[src/rtl/clk_gate_pkg.sv]
// Shared types and reset values for the multi-channel clock-gating controller.
package clk_gate_pkg;

    // Per-channel gating state: running, counting idle cycles, or clock gated
    typedef enum logic [1:0] {
        RUN   = 2'd0,
        HOLD  = 2'd1,
        GATED = 2'd2
    } ch_state_e;

    localparam ch_state_e RST_STATE = RUN;
    localparam logic      RST_GATED = 1'b0;
    localparam logic      RST_WIRE  = 1'b0;

endpackage

[src/rtl/clk_gate_ch.sv]
// One clock-gating channel: idle-hysteresis FSM, combinational ICG enable,
// saturating gated-cycle counter and the clock gate cell itself.
module clk_gate_ch
    import clk_gate_pkg::*;
#(
    parameter int HOLD_W = 8,
    parameter int CNT_W  = 32
) (
    input  logic              clk,
    input  logic              cptra_rst,
    input  logic              clk_gate_en,
    input  logic              rdc_clk_dis,
    input  logic              cpu_halt_status,
    input  logic              wire_chg,
    input  logic              ch_busy,
    input  logic              ch_gate_mask,
    input  logic [HOLD_W-1:0] hold_cycles,
    input  logic              cnt_clr,
    output logic              ch_en,
    output logic              clk_cg,
    output logic              ch_gated,
    output logic [CNT_W-1:0]  gated_cycles
);

    ch_state_e          r_state;
    logic [HOLD_W-1:0]  r_hcnt;
    logic               r_ch_gated;
    logic [CNT_W-1:0]   r_cnt;

    logic               w_wake;
    logic               w_hold_done;
    logic               w_ch_en;

    // Any of these keeps the channel clock alive this cycle
    assign w_wake = wire_chg | ~cpu_halt_status | ch_busy | ~clk_gate_en | ~ch_gate_mask;

    // hcnt+1 >= hold_cycles, computed one bit wider so a hold value lowered
    // below the running count (or set to zero) still gates instead of wrapping
    assign w_hold_done = ({1'b0, r_hcnt} + {{HOLD_W{1'b0}}, 1'b1}) >= {1'b0, hold_cycles};

    // Wake re-enables the clock with no register in the path; reset keeps it running
    assign w_ch_en = ~rdc_clk_dis & (cptra_rst | (r_state != GATED) | w_wake);

    // Hysteresis FSM with the registered gated flag tracking the next state
    always_ff @(posedge clk) begin
        if (cptra_rst) begin
            r_state    <= RST_STATE;
            r_hcnt     <= '0;
            r_ch_gated <= RST_GATED;
        end else if (rdc_clk_dis) begin
            r_state    <= RUN;
            r_hcnt     <= '0;
            r_ch_gated <= 1'b0;
        end else begin
            case (r_state)
                RUN: begin
                    if (!w_wake) begin
                        r_hcnt <= '0;
                        if (hold_cycles == '0) begin
                            r_state    <= GATED;
                            r_ch_gated <= 1'b1;
                        end else begin
                            r_state <= HOLD;
                        end
                    end
                end
                HOLD: begin
                    if (w_wake) begin
                        r_state <= RUN;
                        r_hcnt  <= '0;
                    end else if (w_hold_done) begin
                        r_state    <= GATED;
                        r_ch_gated <= 1'b1;
                    end else begin
                        r_hcnt <= r_hcnt + 1'b1;
                    end
                end
                GATED: begin
                    if (w_wake) begin
                        r_state    <= RUN;
                        r_hcnt     <= '0;
                        r_ch_gated <= 1'b0;
                    end
                end
                default: begin
                    r_state    <= RUN;
                    r_hcnt     <= '0;
                    r_ch_gated <= 1'b0;
                end
            endcase
        end
    end

    // Count cycles the clock was actually held off; saturate, clear has priority
    always_ff @(posedge clk) begin
        if (cptra_rst) begin
            r_cnt <= '0;
        end else if (cnt_clr) begin
            r_cnt <= '0;
        end else if ((r_state == GATED) && !w_ch_en && (r_cnt != {CNT_W{1'b1}})) begin
            r_cnt <= r_cnt + 1'b1;
        end
    end

    logic r_en_lat;

    // Behavioural ICG: enable latched while clk is low so the gated clock never glitches
    always_latch begin
        if (!clk) begin
            r_en_lat <= w_ch_en;
        end
    end

    assign clk_cg = clk & r_en_lat;

    assign ch_en        = w_ch_en;
    assign ch_gated     = r_ch_gated;
    assign gated_cycles = r_cnt;

endmodule

[src/rtl/clk_gate_ctrl.sv]
// Multi-channel clock-gating controller top: wire-change detection shared by
// all channels, one clk_gate_ch per channel, and output packing.
module clk_gate_ctrl
    import clk_gate_pkg::*;
#(
    parameter int NUM_CH = 2,
    parameter int WIRE_W = 64,
    parameter int HOLD_W = 8,
    parameter int CNT_W  = 32
) (
    input  logic                    clk,
    input  logic                    cptra_rst,
    input  logic                    clk_gate_en,
    input  logic                    rdc_clk_dis,
    input  logic                    cpu_halt_status,
    input  logic [NUM_CH-1:0]       ch_busy,
    input  logic [NUM_CH-1:0]       ch_gate_mask,
    input  logic [HOLD_W-1:0]       hold_cycles,
    input  logic [WIRE_W-1:0]       generic_input_wires,
    input  logic                    cnt_clr,
    output logic [NUM_CH-1:0]       ch_en,
    output logic [NUM_CH-1:0]       clk_cg,
    output logic [NUM_CH-1:0]       ch_gated,
    output logic [NUM_CH*CNT_W-1:0] gated_cycles
);

    logic [WIRE_W-1:0] r_wires_f;
    logic              w_wire_chg;

    // Previous-cycle copy of the wires; reset to zero so non-zero wires after reset wake everything
    always_ff @(posedge clk) begin
        if (cptra_rst) begin
            r_wires_f <= {WIRE_W{RST_WIRE}};
        end else begin
            r_wires_f <= generic_input_wires;
        end
    end

    assign w_wire_chg = (generic_input_wires != r_wires_f);

    for (genvar g = 0; g < NUM_CH; g++) begin : g_ch
        clk_gate_ch #(
            .HOLD_W (HOLD_W),
            .CNT_W  (CNT_W)
        ) u_ch (
            .clk             (clk),
            .cptra_rst       (cptra_rst),
            .clk_gate_en     (clk_gate_en),
            .rdc_clk_dis     (rdc_clk_dis),
            .cpu_halt_status (cpu_halt_status),
            .wire_chg        (w_wire_chg),
            .ch_busy         (ch_busy[g]),
            .ch_gate_mask    (ch_gate_mask[g]),
            .hold_cycles     (hold_cycles),
            .cnt_clr         (cnt_clr),
            .ch_en           (ch_en[g]),
            .clk_cg          (clk_cg[g]),
            .ch_gated        (ch_gated[g]),
            .gated_cycles    (gated_cycles[g*CNT_W +: CNT_W])
        );
    end

endmodule

[config.mk]
export PLATFORM = sky130hd
export DESIGN_NAME = clk_gate_ctrl
export DESIGN_NICKNAME = d
export VERILOG_FILES = /design/src/rtl/clk_gate_pkg.sv /design/src/rtl/clk_gate_ch.sv /design/src/rtl/clk_gate_ctrl.sv
export SDC_FILE = /design/constraint.sdc
export NUM_CORES = 1
export LEC_CHECK = 0
export BUFFER_PORTS_ARGS = -buffer_cell sky130_fd_sc_hd__clkbuf_2
export CAP_MARGIN = 10
export CORE_MARGIN = 4
export CORE_UTILIZATION = 50
export DETAILED_ROUTE_END_ITERATION = 7
export PLACE_DENSITY = 0.71
export SYNTH_ARGS = -nofsm -noshare
export SYNTH_HDL_FRONTEND = slang
export SYNTH_SLANG_ARGS = --single-unit
[constraint.sdc]
create_clock -name clk -period 3.4 [get_ports clk]
set_input_delay 0.17 -clock clk [delete_from_list [all_inputs] [get_ports clk]]
set_output_delay 0.17 -clock clk [all_outputs]
set_load 0.01 [all_outputs]
# == After elaboration in Yosys (flattened, before gate mapping) ==
# Index checks and enable logic that the tools add are counted.
# word_totals
input_bits,82
elab_cells,113
register_bits,150
output_inout_bits,70
latchBits,2
# classes
n_reduce_logical,17
addsub,6
magnitude_cmp,2
eq_ne,23
mux,34
bitwise_logic,20
# ops
cell,count
$add A32 B1 Y32 const B,2
$mux W8,8
$ne A32 B32 Y1 const B,2
$ne A64 B64 Y1,1
$pmux W8 S3,2
$add A8 B1 Y9 const B,2
$ge A9 B8 Y1,2
$mux W2,9
$add A8 B1 Y8 const B,2
$ne A2 B2 Y1 const B,7
$pmux W2 S3,2
$reduce_and A3 Y1,4
$mux W1,11
$or A1 B1 Y1,11
$ne A2 B1 Y1 const B,5
$reduce_and A5 Y1,2
$logic_not A8 Y1,1
$ne A3 B1 Y1 const B,2
$ne A3 B2 Y1 const B,2
$pmux W1 S3,2
$not A1 Y1,5
$and A1 B1 Y1,4
$eq A2 B1 Y1 const B,2
$eq A2 B2 Y1 const B,2
4 further kinds,10

# == Depth between registers and ports, before layout ==
# Gate-level depths: netlist (run 1).
# depth
ltp_word,10
depth_mapped,13
depth_no_buf,11

# == By module ==
# Synthesis (run 1) repeated with hierarchy kept, for this count alone.
# unflattened
cells_unflattened,834
hier_area_um2,7521.0
# by_module_without_submodules
module,area_each_um2,seq_area_each_um2,cells_per_inst,n_inst
clk_gate_ch (g_ch[1].u_ch),2558.7,860.8,315,1
clk_gate_ch (g_ch[0].u_ch),2551.2,860.8,299,1
clk_gate_ctrl,2411.1,1281.2,220,1

==> results of run 1 <==
-- registers in the layout (all words and copies together), names as in the netlist --
| signal | cells |
|---|---|
| g_ch.u_ch.r_hcnt | 16 |
| r_wires_f | 64 |
| g_ch.u_ch.r_en_lat | 2 |
| g_ch.u_ch.r_state | 4 |
| g_ch.u_ch.ch_gated | 2 |
| g_ch.u_ch.gated_cycles | 64 |
-- power by group through the flow --
stage	logic, mW	registers (mW)	clock network, mW
5_1_grt	0.389	1.84	2.28
3_5_place_dp	0.289	1.87	0.0272
4_1_cts	0.349	1.83	2.19
3_3_place_gp	0.287	1.87	0.0272
6_report	0.355	1.83	2.16
2_1_floorplan	0.182	1.87	0.0343
-- metal layers --
layer | part of all wire | up-vias
li1 | - | 4023
met1 | 0.45 | 3709
met2 | 0.48 | 206
met3 | 0.054 | 33
met4 | 0.018 | 0
met5 | 0 | -
-- cells by family after synthesis --
family,Yosys count
latches,2
xor+xnor,54
flops,150
simple gates,488
fa+ha+maj,20
buf+inv,86
compound gates,172
mux,10
-- cell type report --
type	instances	area, um2	share of cell area
clock buffers	24	539	0.0513
clock inverters	15	154	0.0146
inverters	23	86.3	0.00822
multi-input cells	744	4860	0.462
flip-flops and latches	152	3030	0.289
well taps	216	270	0.0257
repair buffers	237	1570	0.149
-- critical path, stage by stage, from the launching register on --
cell and delay (ns):
sky130_fd_sc_hd__dfxtp_1 0.31, sky130_fd_sc_hd__xnor2_1 0.24, sky130_fd_sc_hd__nand4_1 0.19, sky130_fd_sc_hd__nor4_2 0.32
sky130_fd_sc_hd__nand4_2 0.21, sky130_fd_sc_hd__nor3_2 0.27, sky130_fd_sc_hd__a31oi_1 0.15
-- cells in the final DEF, fill, tap and decap left out, types with 4 or more instances in the layout --
master and count:
sky130_fd_sc_hd__o41ai_1 4, sky130_fd_sc_hd__nor3_1 15, sky130_fd_sc_hd__inv_6 6, sky130_fd_sc_hd__nand2_1 76
sky130_fd_sc_hd__nor2_1 15, sky130_fd_sc_hd__or4_1 31, sky130_fd_sc_hd__mux2_2 6, sky130_fd_sc_hd__a21oi_1 49
sky130_fd_sc_hd__o211ai_1 23, sky130_fd_sc_hd__dlygate4sd3_1 65, sky130_fd_sc_hd__nand2b_1 53, sky130_fd_sc_hd__or2_2 4
sky130_fd_sc_hd__ha_1 20, sky130_fd_sc_hd__nor4_1 22, sky130_fd_sc_hd__xor2_1 5, sky130_fd_sc_hd__clkbuf_16 21
sky130_fd_sc_hd__clkbuf_2 151, sky130_fd_sc_hd__nand3_1 50, sky130_fd_sc_hd__buf_4 23, sky130_fd_sc_hd__nand4b_1 4
sky130_fd_sc_hd__or3_1 33, sky130_fd_sc_hd__o31a_1 11, sky130_fd_sc_hd__nor2b_1 68, sky130_fd_sc_hd__and4_1 8
sky130_fd_sc_hd__o21ai_0 25, sky130_fd_sc_hd__a31oi_1 9, sky130_fd_sc_hd__inv_1 23, sky130_fd_sc_hd__o21a_1 18
sky130_fd_sc_hd__dfxtp_1 150, sky130_fd_sc_hd__nand3b_1 5, sky130_fd_sc_hd__o31ai_1 15, sky130_fd_sc_hd__nor3b_1 5
sky130_fd_sc_hd__mux2i_1 4, sky130_fd_sc_hd__xnor2_1 49, sky130_fd_sc_hd__and3_1 12, sky130_fd_sc_hd__and2_1 6
sky130_fd_sc_hd__nand4_1 66
-- per-stage QoR --
stage                util  setup WS, ns  power [mW]  instances  hold WS, ns
floorplan               -             0        2.08        982        0.298
global placement    0.573         0.148        2.19       1309        0.379
detailed placement  0.573        0.0553        2.19       1309        0.379
CTS                 0.657       0.00772        4.37       1411       0.0135
global route        0.657             0        4.51       1411       0.0292
finish              0.657       0.00275        4.35       1411       0.0271
-- worst max-delay path by stage --
| stage | end | from | slack [ns] |
|---|---|---|---|
| global placement | g_ch[1].u_ch.r_en_lat | r_wires_f[31] | 0.15 |
| detailed placement | g_ch[1].u_ch.r_en_lat | r_wires_f[31] | 0.06 |
| finish | g_ch[1].u_ch.r_en_lat | r_wires_f[31] | 0.003 |
| global route | g_ch[1].u_ch.r_en_lat | r_wires_f[31] | 0 |
| floorplan | g_ch[1].u_ch.r_en_lat | r_wires_f[31] | 0 |
| CTS | g_ch[1].u_ch.r_en_lat | r_wires_f[31] | 0.008 |
-- timing repair --
| item | CTS | global route |
|---|---|---|
| hold endpoints to repair | 66 | 0 |
| hold buffers | 65 | 0 |
| gates resized for setup | 0 | 0 |
==> out/qor.csv, run 1 <==
stage,metric,value,unit
sta,worstMarginPinSlew,1.03,ns
clocking,clk_latency,0.54,ns
clocking,clk_transition_reported_paths,0.07,ns
synth,postSynth.topFlopCell,sky130_fd_sc_hd__dfxtp_1,
power_and_ir_drop,leakagePower,3.96,nW
floorplanning,row_count,46,
critical_path,timing.critical_path.to_type,latch,
global_route,grt.busiest_layer,met2,
sta,rsz0062_at_grt,false,
sta,finalSetupViolCount,0,
run,number_of_maximum_capacitance_constraint_violations,0,
floorplanning,core,0.0160,mm2
route,vias_after_detailed_routing,7971,
route,dr.pass1.iters,5,
global_route,globalRoute.totalOverflow,0,
global_route,gr-usage-met1,0.307,
global_route,grt_util_met2,0.411,
synth,synth-adder-area-share,0.0303,
synth,syn-instance-count,982,
synth,syn-num-nets,1084,
sta,finalHoldViolations,0,
power_and_ir_drop,sequential_share_of_power,0.422,
floorplanning,die_width,136,um
critical_path,critical_path.reg2reg.startpoint,r_wires_f[31],
final_layout,fin_nets,1283,
synth,combinational_family_with_the_most_area_after_synthesis,simple AND/OR/NAND/NOR gates,
synth,number_of_distinct_library_cells_after_synthesis,61,
sta,setup_tns,0,ns
power_and_ir_drop,cellPowerDensity,414,mW/mm2
placed_design,port-buffer-count,151,
synth,yosysWarnings,0,
critical_path,critPathKind,reg2latch,
route,via_per_inst,5.65,
critical_path,startpoint_type,flop,
sta,finalMaxSlewViolations,0,
power_and_ir_drop,power_switching_share,0.253,
clocking,cts_tree,yes,
critical_path,worst_r2r_endpoint,g_ch[1].u_ch.r_en_lat,
global_route,grt_pass1_vias,7716,
global_route,antenna_violations_before_repair,0,
floorplanning,die_h,136,um
power_and_ir_drop,internal_power,3.25,mW
critical_path,reg2reg_setup_slack,0.003,ns
power_and_ir_drop,relative_contribution_of_the_clock_network_to_total_power,0.497,
worst_hold_path,worstHoldPathCells,3,
route,post-route-drc-count,0,
synth,synthesized_area_fraction_occupied_by_ao_oa_aoi_and_oai_cells,0.137,
sta,slew-limit-headroom,0.310,
route,drt-total-wl,22400,um
worst_hold_path,hold_path_end,g_ch[0].u_ch.gated_cycles[26],
synth,synth.ff_latch_count,152,
placed_design,dpl_cell_area,0.00917,mm2
final_layout,fraction_of_layout_instances_using_a_drive_strength_above_1,0.195,
floorplanning,floorplan.io_pins,152,
critical_path,reg2reg_depth,6,
placed_design,gp_congestion,0.892,
sta,worst_clock_skew,0.0106,ns
floorplanning,starting_density,0.516,
status,run_status,completed,
synth,yosysTopAreaCell,sky130_fd_sc_hd__dfxtp_1,
synth,post_synth_mux_area_share,0.0130,
global_route,global_route_wire_length_before_repair,37100,um
synth,syn_avg_cell_area,8.40,um2
final_layout,synthToLayoutAreaGrowth,27.4,%
route,detail_route.iter0.violations,603,
synth,yosys.area_share.simple,0.350,
placed_design,detailed_placement_hpwl,15100,um
clocking,cts_post_setup_buffers_inserted,0,
global_route,global_route.usage.total,0.245,
synth,mappedNetlistArea,0.00825,mm2
synth,parity_gate_share_of_the_synthesized_area_counting_xor_and_xnor_cells,0.0573,
final_layout,finalInstanceArea,0.0105,mm2
global_route,pin_count_of_the_biggest_net_entering_global_routing,67,
final_layout,fillerInstances,1384,
synth,synth_top_area_frac,0.364,
synth,synth-edff-count,0,
critical_path,worstPathMaxFanout,3,
critical_path,worstPathRequired,2.22,ns
global_route,grtUsageMet3,0.0662,
synth,synthTopCellsByCount,"sky130_fd_sc_hd__dfxtp_1, sky130_fd_sc_hd__nand2_1, sky130_fd_sc_hd__nor2b_1",
route,wl_per_cell,15.9,um
critical_path,crit_arrival,2.22,ns
power_and_ir_drop,comb_power_share,0.082,
power_and_ir_drop,worst_supply_voltage_drop_on_vdd,0.372,mV
synth,synth_area_leaders,"sky130_fd_sc_hd__dfxtp_1, sky130_fd_sc_hd__xnor2_1, sky130_fd_sc_hd__nor2b_1",
floorplanning,die_area,0.0186,mm2
synth,synthMostInstantiatedCell,sky130_fd_sc_hd__dfxtp_1,
worst_hold_path,hold_path.startpoint,cnt_clr,
final_layout,n_antenna_cell,0,
route,antenna_violating_nets_post_route,0,
worst_hold_path,hold_path.class,in2reg,
synth,synth-async-reset-ratio,0,
power_and_ir_drop,power.net_switching,1.10,mW
Power figures use the tool's default switching activity.
==> inputs of run 2 (changes only) <==
--- a/config.mk
+++ b/config.mk
@@ -5,7 +5,7 @@
 export SDC_FILE = /design/constraint.sdc
 export NUM_CORES = 1
 export LEC_CHECK = 0
-export BUFFER_PORTS_ARGS = -buffer_cell sky130_fd_sc_hd__clkbuf_2
+export BUFFER_PORTS_ARGS = -buffer_cell sky130_fd_sc_hd__buf_2
 export CAP_MARGIN = 10
 export CORE_MARGIN = 4
 export CORE_UTILIZATION = 50
==> run 2 against run 1 <==
  * Global-route usage about the same
  * Count of clock-buffer cells in the layout unchanged
  * Highest routed layer unchanged
  * Sequential power hardly changed
  * Critical path depth unchanged
  * Flip-flop and latch count stayed put
  * First-iteration DRC count fell by 9.5%
==> out/qor.csv, run 2 (same netlist as run 1, synthesis figures left out) <==
stage,metric,value,unit
status,run_status,completed,
sta,finalHoldViolations,0,
worst_hold_path,hold_path.class,in2reg,
final_layout,fraction_of_layout_instances_using_a_drive_strength_above_1,0.194,
route,detail_route.iter0.violations,546,
route,vias_after_detailed_routing,8080,
route,antenna_violating_nets_post_route,0,
global_route,global_route_wire_length_before_repair,36800,um
floorplanning,row_count,46,
floorplanning,die_h,136,um
route,wl_per_cell,16.1,um
placed_design,detailed_placement_hpwl,14900,um
sta,finalMaxSlewViolations,0,
route,drt-total-wl,22700,um
floorplanning,die_area,0.0186,mm2
power_and_ir_drop,finalPower,4.35,mW
placed_design,gp_congestion,0.895,
route,post-route-drc-count,0,
clocking,cts_post_setup_buffers_inserted,0,
final_layout,fin_nets,1282,
critical_path,worstPathRequired,2.23,ns
sta,worstMarginPinSlew,1.00,ns
critical_path,worstPathMaxFanout,3,
sta,slew-limit-headroom,0.333,
floorplanning,starting_density,0.516,
final_layout,fin_cells,1410,
power_and_ir_drop,cellPowerDensity,414,mW/mm2
floorplanning,floorplan.io_pins,152,
route,via_per_inst,5.73,
final_layout,synthToLayoutAreaGrowth,27.4,%
global_route,pin_count_of_the_biggest_net_entering_global_routing,64,
placed_design,post-place-cells,1308,
global_route,antenna_violations_before_repair,0,
sta,worst_clock_skew,0.0127,ns
critical_path,timing.critical_path.to_type,latch,
final_layout,highest_count_cells_in_the_layout_ignoring_fill_and_taps,"sky130_fd_sc_hd__buf_2, sky130_fd_sc_hd__dfxtp_1, sky130_fd_sc_hd__nand2_1",
global_route,grt_pass1_vias,7725,
floorplanning,die_width,136,um
power_and_ir_drop,worst_supply_voltage_drop_on_vdd,0.350,mV
sta,holdWs,0.0340,ns
worst_hold_path,worstHoldPathCells,3,
sta,finalSetupViolCount,0,
floorplanning,core,0.0160,mm2
critical_path,crit_arrival,2.15,ns
route,dr.pass1.iters,5,
sta,rsz0062_at_grt,false,
run,number_of_maximum_capacitance_constraint_violations,0,
global_route,global_route.usage.total,0.245,
placed_design,port-buffer-count,151,
final_layout,most_common_library_cell_in_the_layout_ignoring_fill_and_taps,sky130_fd_sc_hd__buf_2,
critical_path,critPathKind,reg2latch,
critical_path,reg2reg_depth,6,
final_layout,fillerInstances,1360,
global_route,globalRoute.totalOverflow,0,
final_layout,n_antenna_cell,0,
power_and_ir_drop,leakagePower,3.99,nW
sta,setup_tns,0,ns
critical_path,startpoint_type,flop,
clocking,cts_tree,yes,
clocking,clk_transition_reported_paths,0.07,ns
clocking,clk_latency,0.54,ns
run 2: final timing paths:
kind | endpoint | slack (ns) | startpoint
setup reg to reg | g_ch[1].u_ch.r_en_lat | 0.07 | r_wires_f[31]
hold reg to reg | g_ch[1].u_ch.ch_gated | 0.48 | g_ch[1].u_ch.ch_gated
setup / recovery | g_ch[1].u_ch.r_en_lat | 0.07 | r_wires_f[31]
hold / removal | g_ch[1].u_ch.gated_cycles[17] | 0.03 | cnt_clr
run 2: area by class of cell:
type,instances,area (um2),share of cell area
Multi-Input combinational cell,744,4860,0.462
Sequential cell,152,3030,0.289
Timing Repair Buffer,236,1560,0.149
Clock buffer,24,539,0.0513
Tap cell,216,270,0.0257
Clock inverter,15,163,0.0155
Inverter,23,86.3,0.00822
run 2: metal layers:
layer,up-vias,part of all wire,track usage
met2,221,0.49,0.413
li1,4010,-,-
met4,0,0.018,0.0901
met1,3812,0.44,0.300
met3,37,0.057,0.0670
met5,-,0,0
run 2: stage by stage:
stage | instance area, um2 | worst slack, ns | util
3_5_place_dp | 9170 | 0.109 | 0.573
3_3_place_gp | 9170 | 0.141 | 0.573
5_1_grt | 10500 | 0 | 0.657
6_report | 10500 | 0.0746 | 0.657
4_1_cts | 10500 | 0.0647 | 0.657
2_1_floorplan | 8250 | 0 | -
run 2: power breakdown:
part	total [mW]	internal, mW	switching (mW)
clock network	2.16	1.26	0.897
logic	0.356	0.179	0.177
registers	1.83	1.81	0.0188
run 2: critical path: stages (launching register included):
cell                      delay (ns)
sky130_fd_sc_hd__dfxtp_1        0.31
sky130_fd_sc_hd__xnor2_1        0.21
sky130_fd_sc_hd__nand4_1        0.17
sky130_fd_sc_hd__nor4_2         0.32
sky130_fd_sc_hd__nand4_2        0.21
sky130_fd_sc_hd__nor3_2         0.25
sky130_fd_sc_hd__a31oi_1        0.14
run 2: timing repair:
action | CTS | global route
hold buffers | 65 | 0
gates resized for setup | 0 | 0
endpoints found under the hold margin | 67 | 0
==> inputs of run 3 (changes only) <==
--- a/config.mk
+++ b/config.mk
@@ -5,12 +5,13 @@
 export SDC_FILE = /design/constraint.sdc
 export NUM_CORES = 1
 export LEC_CHECK = 0
+export ABC_AREA = 1
 export BUFFER_PORTS_ARGS = -buffer_cell sky130_fd_sc_hd__buf_2
 export CAP_MARGIN = 10
 export CORE_MARGIN = 4
 export CORE_UTILIZATION = 50
 export DETAILED_ROUTE_END_ITERATION = 7
-export PLACE_DENSITY = 0.71
+export PLACE_DENSITY = 0.7
 export SYNTH_ARGS = -nofsm -noshare
 export SYNTH_HDL_FRONTEND = slang
 export SYNTH_SLANG_ARGS = --single-unit
==> constraint.sdc (replaced) <==
create_clock -name clk -period 3.27 [get_ports clk]
set_input_delay 0.1635 -clock clk [delete_from_list [all_inputs] [get_ports clk]]
set_output_delay 0.1635 -clock clk [all_outputs]
set_load 0.01 [all_outputs]
==> run 3 against run 2 <==
  * Utilization is 2.6 points lower
  * Clock skew hardly changed
  * Hold slack better by 0.00057 ns
  * Critical endpoint unchanged
  * Highest routed layer unchanged
  * Sequential power is 4% higher
==> out/qor.csv, run 3 <==
stage,metric,value,unit
final_layout,fin_nets,1927,
placed_design,detailed_placement_hpwl,18200,um
synth,yosysWarnings,0,
placed_design,gp_congestion,0.858,
synth,syn-instance-count,1625,
sta,rsz0062_at_grt,false,
sta,finalHoldViolations,0,
clocking,cts_tree,yes,
status,run_status,completed,
floorplanning,row_count,50,
final_layout,n_antenna_cell,0,
floorplanning,starting_density,0.512,
synth,yosys.area_share.simple,0.444,
route,antenna_violating_nets_post_route,0,
synth,syn-num-nets,1727,
final_layout,finalInstanceArea,0.0118,mm2
route,wl_per_cell,12.3,um
floorplanning,die_area,0.0215,mm2
power_and_ir_drop,internal_power,3.48,mW
power_and_ir_drop,power.net_switching,1.18,mW
sta,setup_tns,0,ns
sta,slew-limit-headroom,0.520,
clocking,cts_post_setup_buffers_inserted,0,
synth,combinational_family_with_the_most_area_after_synthesis,simple AND/OR/NAND/NOR gates,
clocking,clk_latency,0.54,ns
final_layout,synthToLayoutAreaGrowth,23.3,%
synth,synth-adder-area-share,0.0261,
synth,postSynth.topFlopCell,sky130_fd_sc_hd__dfxtp_1,
critical_path,startpoint_type,flop,
critical_path,critical_path.reg2reg.startpoint,r_wires_f[60],
route,vias_after_detailed_routing,10100,
critical_path,timing.critical_path.to_type,latch,
global_route,global_route.usage.total,0.240,
synth,synth.ff_latch_count,152,
final_layout,final-seq-area,0.00303,mm2
final_layout,final_util,0.630,
final_layout,highest_count_cells_in_the_layout_ignoring_fill_and_taps,"sky130_fd_sc_hd__nand2_1, sky130_fd_sc_hd__inv_1, sky130_fd_sc_hd__nor2_1",
synth,synth_top_area_frac,0.313,
clocking,clk_transition_reported_paths,0.07,ns
route,detail_route.iter0.violations,740,
synth,synthTopCellsByCount,"sky130_fd_sc_hd__nand2_1, sky130_fd_sc_hd__inv_1, sky130_fd_sc_hd__nor2_1",
floorplanning,core,0.0188,mm2
critical_path,crit_arrival,1.99,ns
synth,synth_area_leaders,"sky130_fd_sc_hd__dfxtp_1, sky130_fd_sc_hd__nand2_1, sky130_fd_sc_hd__inv_1",
route,via_per_inst,4.89,
synth,mappedNetlistArea,0.00960,mm2
global_route,global_route_wire_length_before_repair,43100,um
final_layout,fraction_of_layout_instances_using_a_drive_strength_above_1,0.117,
sta,finalMaxSlewViolations,0,
synth,syn_avg_cell_area,5.91,um2
route,post-route-drc-count,0,
synth,synth-edff-count,0,
synth,parity_gate_share_of_the_synthesized_area_counting_xor_and_xnor_cells,0.0274,
final_layout,most_common_library_cell_in_the_layout_ignoring_fill_and_taps,sky130_fd_sc_hd__nand2_1,
critical_path,critPathKind,reg2latch,
placed_design,dpl_cell_area,0.0105,mm2
power_and_ir_drop,relative_contribution_of_the_clock_network_to_total_power,0.493,
power_and_ir_drop,worst_supply_voltage_drop_on_vdd,0.402,mV
synth,synthMostInstantiatedCell,sky130_fd_sc_hd__nand2_1,
sta,finalSetupViolCount,0,
floorplanning,die_h,147,um
sta,worst_clock_skew,0.0126,ns
route,dr.pass1.iters,5,
final_layout,multi_input_comb_area,0.00500,mm2
power_and_ir_drop,power_switching_share,0.253,
worst_hold_path,hold_path.startpoint,rdc_clk_dis,
placed_design,port-buffer-count,151,
critical_path,worst_setup_path_startpoint,r_wires_f[60],
global_route,grt_pass1_vias,9351,
floorplanning,floorplan.io_pins,152,
worst_hold_path,hold_path.class,in2latch,
route,drt-total-wl,25500,um
critical_path,worstPathMaxFanout,4,
power_and_ir_drop,finalPower,4.66,mW
floorplanning,die_width,147,um
global_route,pin_count_of_the_biggest_net_entering_global_routing,65,
final_layout,fillerInstances,1784,
synth,synthesized_area_fraction_occupied_by_ao_oa_aoi_and_oai_cells,0.0214,
synth,synth-async-reset-ratio,0,
power_and_ir_drop,leakagePower,5.98,nW
power_and_ir_drop,sequential_share_of_power,0.410,
power_and_ir_drop,cellPowerDensity,394,mW/mm2
critical_path,worstPathRequired,2.16,ns
sta,worstMarginPinSlew,0.720,ns
synth,yosysTopAreaCell,sky130_fd_sc_hd__dfxtp_1,
synth,post_synth_mux_area_share,0,
global_route,globalRoute.totalOverflow,0,
synth,number_of_distinct_library_cells_after_synthesis,37,
global_route,antenna_violations_before_repair,0,
sta,holdWs,0.0346,ns
run,number_of_maximum_capacitance_constraint_violations,0,
power_and_ir_drop,comb_power_share,0.098,
run 3: logic make-up (layout without fill, tap and decap cells):
family                     count (synthesis)  after routing
buffers and inverters                    405            619
xor gates and xnor gates                  30             30
adders and majority gates                 20             20
AOI/OAI and AO/OA                         37             37
latches                                    2              2
DFF                                      150            150
and+or+nand+nor                          981            981
run 3: worst paths after layout:
path / to / slack [ns] / depth (start not counted)
min: g_ch[0].u_ch.r_en_lat / 0.03 / 4
max: g_ch[1].u_ch.r_en_lat / 0.18 / 10
min reg2reg: g_ch[0].u_ch.r_hcnt[7] / 0.46 / 2
max reg2reg: g_ch[1].u_ch.r_en_lat / 0.18 / 10
run 3: critical path, cell delays in order (launching register included):
cell and delay, ns:
sky130_fd_sc_hd__dfxtp_1 0.31, sky130_fd_sc_hd__xnor2_1 0.23, sky130_fd_sc_hd__nand2_1 0.08, sky130_fd_sc_hd__nor2_1 0.10, sky130_fd_sc_hd__nand2_1 0.05, sky130_fd_sc_hd__nor2_1 0.14
sky130_fd_sc_hd__nand2_1 0.12, sky130_fd_sc_hd__nor2_4 0.16, sky130_fd_sc_hd__nand4_1 0.12, sky130_fd_sc_hd__nand2_2 0.09, sky130_fd_sc_hd__inv_1 0.05
run 3: final cells by class:
| class | count | area share |
|---|---|---|
| Tap cell | 234 | 0.0247 |
| Clock buffer | 27 | 0.0482 |
| Sequential cell | 152 | 0.256 |
| Timing Repair Buffer | 220 | 0.122 |
| Clock inverter | 14 | 0.0126 |
| Inverter | 358 | 0.114 |
| Multi-Input combinational cell | 1068 | 0.423 |
run 3: per-stage QoR:
stage	cells	setup slack, ns
finish	2073	0.179
global route	2073	0
CTS	2073	0.156
detailed placement	1972	0.199
global placement	1972	0.225
floorplan	1625	0.211
run 3: power by group through the flow:
stage	combinational [mW]	sequential, mW	clock [mW]
3_5_place_dp	0.390	1.95	0.0288
3_3_place_gp	0.386	1.95	0.0288
6_report	0.456	1.91	2.30
5_1_grt	0.516	1.91	2.44
2_1_floorplan	0.262	1.95	0.0366
4_1_cts	0.450	1.91	2.35
run 3: timing repair:
action | CTS | global route
resized for setup | 0 | 0
hold buffers | 64 | 0
endpoints found under the hold margin | 64 | 0
run 3: routing by layer:
layer	vias to the layer above	wire, um	track usage
met2	252	11900	0.399
met3	37	1250	0.0500
met5	-	0	0
li1	5370	-	-
met4	0	637	0.0884
met1	4475	11700	0.309
